$ cat config.mk
export PLATFORM = sky130hd
export DESIGN_NAME = sign_extend
export DESIGN_NICKNAME = d
export VERILOG_FILES = /design/src/rtl/sign_extend.sv
export SDC_FILE = /design/constraint.sdc
export NUM_CORES = 1
export LEC_CHECK = 0
export BUFFER_PORTS_ARGS = -buffer_cell sky130_fd_sc_hd__buf_2
export CELL_PAD_IN_SITES_DETAIL_PLACEMENT = 1
export CELL_PAD_IN_SITES_GLOBAL_PLACEMENT = 1
export CORE_MARGIN = 2
export CORE_UTILIZATION = 28
export CTS_BUF_LIST = sky130_fd_sc_hd__clkbuf_4
export DETAILED_ROUTE_END_ITERATION = 10
export PLACE_DENSITY = 0.91
export SKIP_LAST_GASP = 1
export SYNTH_ARGS = -nofsm -noshare
export SYNTH_HDL_FRONTEND = slang
export SYNTH_SLANG_ARGS = --single-unit
$ cat constraint.sdc
create_clock -name clk -period 1.1 [get_ports clk]
set_input_delay 0 -clock clk [delete_from_list [all_inputs] [get_ports clk]]
set_output_delay 0 -clock clk [all_outputs]
set_load 0.03 [all_outputs]
$ cat src/rtl/sign_extend.sv
// sign_extend
// Widens an immediate field to the register datapath width for the ALU
// operand mux and the branch / upper-immediate paths. The extended value is
// available combinationally on data_out, with a registered copy (data_q)
// and its qualifier (valid_q) for pipelined consumers.
//
// ext_mode selects the extension:
//    00  sign extend
//    01  zero extend
//    10  sign extend, then shift left by SHIFT_AMT (LSBs zero-filled)
//    11  upper immediate: field placed in the MSBs, low bits zero
//
// DATA_2_WIDTH may equal REG_DATA_WIDTH. In that case there are no pad bits,
// so modes 00/01/11 pass the field through unchanged.

module sign_extend #(
   parameter int REG_DATA_WIDTH = 16,
   parameter int DATA_2_WIDTH   = 4,
   parameter int SHIFT_AMT      = 1
) (
   input  logic                      clk,
   input  logic                      rst_n,
   input  logic [DATA_2_WIDTH-1:0]   data_in,
   input  logic [1:0]                ext_mode,
   input  logic                      en,
   input  logic                      in_valid,
   output logic [REG_DATA_WIDTH-1:0] data_out,
   output logic                      is_neg,
   output logic [REG_DATA_WIDTH-1:0] data_q,
   output logic                      valid_q
);

   localparam int PAD_W = REG_DATA_WIDTH - DATA_2_WIDTH;

   localparam logic [1:0] MODE_SIGN  = 2'b00;
   localparam logic [1:0] MODE_ZERO  = 2'b01;
   localparam logic [1:0] MODE_SHIFT = 2'b10;
   localparam logic [1:0] MODE_UPPER = 2'b11;

   logic [REG_DATA_WIDTH-1:0] sext_val;
   logic [REG_DATA_WIDTH-1:0] zext_val;
   logic [REG_DATA_WIDTH-1:0] shift_val;
   logic [REG_DATA_WIDTH-1:0] upper_val;

   // A zero-width replication is illegal, so the full-width case is split out.
   generate
      if (PAD_W == 0) begin : g_full_width
         assign sext_val  = data_in;
         assign zext_val  = data_in;
         assign upper_val = data_in;
      end else begin : g_padded
         assign sext_val  = {{PAD_W{data_in[DATA_2_WIDTH-1]}}, data_in};
         assign zext_val  = {{PAD_W{1'b0}}, data_in};
         assign upper_val = {data_in, {PAD_W{1'b0}}};
      end
   endgenerate

   // Bits pushed past the MSB are simply dropped by the fixed-width result.
   assign shift_val = sext_val << SHIFT_AMT;

   // Select the extension; the default arm keeps data_out known for any mode.
   always_comb begin
      data_out = sext_val;
      case (ext_mode)
         MODE_SIGN:  data_out = sext_val;
         MODE_ZERO:  data_out = zext_val;
         MODE_SHIFT: data_out = shift_val;
         MODE_UPPER: data_out = upper_val;
         default:    data_out = sext_val;
      endcase
   end

   assign is_neg = data_out[REG_DATA_WIDTH-1];

   // Capture the extended value and its qualifier whenever en is high;
   // in_valid does not gate the data load, the consumer uses valid_q.
   always_ff @(posedge clk or negedge rst_n) begin
      if (!rst_n) begin
         data_q  <= '0;
         valid_q <= 1'b0;
      end else if (en) begin
         data_q  <= data_out;
         valid_q <= in_valid;
      end
   end

endmodule

==> metrics.md <==
| Metric | Value |
|---|---|
| Largest net degree at the start of global routing | 18 |
| Slowest CP cell | dfrtp_1 |
| All-Layer GR Usage | between 10% and 20% |
| Layout cells sized above 1 | roughly 53% |
| Syn Inst Count | 65 |
| DRT Pass-1 Iters | 4 |
| Clock Sinks | 10 |
| Post-CTS Setup Bufs | 0 |
| CTS resizes | 0 |
| Final Setup Violations | 0 |
| Die area | around 0.0026 mm^2 |
| Fin nets | 107 |
| Syn Std Cell Area | between 600 and 700 um^2 |
| Leakage | 0.440 nW |
| Count of cell types in the netlist | 17 |
| Core Area | around 0.0020 mm^2 |
| CP Class | reg2out |
| Vias per Instance | 4.25 |
| Via count | between 500 and 600 |
| PwrDens | ~1400 mW/mm^2 |
| HP Class | in2reg |
| Fin. max-slew vios | 0 |
| Initial DRC count | 4 |
| Clk Latency, worst-skew pair | roughly 0.25 ns |
| Setup WS pre-CTS | 0.271 ns |
| Crit path max fanout | 9 |
| Antenna Violating Nets Remaining | 0 |
| Avg WL per Cell | about 11 um |
| Metal2 WL | about 640 um |
| Hpwl dp | roughly 1100 um |
| Hold Fails Final Rpt | 0 |
| Rel. slew slack | around four fifths |
| Clock Path Buffers | 2 |
| Actual slew at the worst max-slew pin | 0.304 ns |
| Slowest Stage Delay on Critical Path | roughly 0.44 ns |
| Rows | 16 |
| Vias in the first global route | 510 |
| Highest routed layer | met4 |
| Critical path required time | about 1.1 ns |
| Number of port buffers | 43 |
| Die span in x | roughly 51 um |
| Final wirelength | 1390 um |
| Synthesis-to-layout area growth | 26.5% |
| Setup ws final | approximately 0.17 ns |
| H-tree depth | 1 |
| Maximum clock rate | 1.07 GHz |
| FF+latch count, synth | 10 |
| Commonest non-fill, non-tap cells in the layout | buf_2, dfrtp_1, nand2_1, nor2_1, a31oi_1 |
| Residual DRC | 0 |
| Hold_sp | data_in[3] |
| Met3 routed WL | roughly 120 um |
| Synthesized Nets | between 70 and 80 |
| WHS | approximately 0.057 ns |
| Period utilization | a little over four fifths |
| Worst setup EP type | primary output |
| Clock buffer count from CTS | 3 |
| Root Driver | clkbuf_4 |
| Clock Skew | 0 ns |
| Synth warn | 0 |
| Die H | about 51 um |
| Final core utilization | ~38% |
| Clk slew on worst S/H paths | 0.07 ns |
| CP delay by family, top | flip-flops |
| Crit start category | flip-flop |
| Worst reg2reg startpoint | data_q[11]$_DFFE_PN0P_ |
| Ports | 44 |
| GR Overflow Total | 0 |
| MaxCap Viol Count | 0 |
| Initial antenna violation count | 0 |
| Met1 wire length | 616 um |
| Most common cell after layout, fill and taps aside | buf_2 |
| Setup_tns | 0 ns |
| CP arrival | ~0.93 ns |
| Crit. Startpoint | data_q[11]$_DFFE_PN0P_ |
| Crit path cell chain | buf_2 |
| Sequential-to-total area share from yosys stat | roughly 41% |
| CTS tree | yes |
| Crit path buf inv count | 1 |
| First-pass GRT wire length | 2330 um |
| Routability congestion estimate | 0.727 |
| Status | finished clean |
| N_diodes | 0 |
| Avg Cell Area, Syn | just over 9 um^2 |
| RSZ-0062 raised after global routing | no |
| Min Tclk post-route | roughly 0.93 ns |
| Peak VDD IR | between 0.0004 and 0.0005 V |
| Initial Util | slightly above 30% |
## layer usage
| metal | GRT usage (%) | up-vias |
|---|---|---|
| li1 | - | 262 |
| met1 | 14.9 | 230 |
| met2 | 18.6 | 25 |
| met3 | 3.57 | 2 |
| met4 | 5.41 | 0 |
| met5 | 0 | - |
## sequential cells by signal, summed over array words and instances (netlist names)
name,flops
valid_q,1
data_q,9
## final timing paths
| path | to | slack (ns) | cells past startpoint |
|---|---|---|---|
| max in group asynchronous | data_q[0]$_DFFE_PN0P_ | 0.77 | 2 |
| worst max-delay path | data_q[4] | 0.17 | 1 |
| worst max register to register | data_q[11]$_DFFE_PN0P_ | 0.27 | 1 |
| worst min register to register | valid_q$_DFFE_PN0P_ | 0.49 | 1 |
| worst min-delay path | data_q[15]$_DFFE_PN0P_ | 0.06 | 2 |
| min in group asynchronous | data_q[12]$_DFFE_PN0P_ | 0.13 | 2 |
## synthesized netlist by cell type
cell type,instances,area (um^2)
nor2_1,6,22.5
and2_1,1,6.26
inv_2,1,3.75
dfrtp_1,10,250
mux2_2,1,11.3
nand3b_1,3,22.5
nand2b_1,4,25.0
a31o_1,1,8.76
mux2_1,1,11.3
nand3_1,3,15.0
buf_4,16,120
nor2b_1,2,12.5
mux2_4,1,15.0
nand2_1,6,22.5
a31oi_1,6,37.5
nand2b_4,1,13.8
buf_2,2,10.0
## layout make-up
class                           count  area (um^2)
Multi-Input combinational cell     36          224
Fill cell                         262         1230
Sequential cell                    10          250
Inverter                            1         3.75
Tap cell                           27         33.8
Timing Repair Buffer               45          235
Clock buffer                        3         22.5
## repair_timing
item                                   4_1_cts  5_1_grt
endpoints found under the hold margin       11        0
setup endpoints to repair                    0        0
hold buffers                                 2        0
## kinds of logic (layout without fill, tap and decap cells)
group / count (synthesis) / after routing / synth area share (%)
buf+inv: 19 / 49 / 22.0
mux: 3 / 3 / 6.17
flops: 10 / 10 / 41.2
compound gates: 7 / 7 / 7.61
simple gates: 26 / 26 / 23.0
## metrics by stage
stage	instance area, um^2	instances	total power [W]
global route	769	122	0.00116
finish	769	122	0.00110
detailed placement	727	117	0.000858
floorplan	608	65	0.000775
CTS	769	122	0.00111
global placement	727	117	0.000852
## power breakdown
group | total [W] | switching, W | internal (W)
clock | 0.000246 | 0.000121 | 0.000126
combinational | 0.000426 | 0.000303 | 0.000123
sequential | 0.000424 | 0.0000198 | 0.000404
total | 0.00110 | 0.000443 | 0.000653
Power figures use the tool's default switching activity.
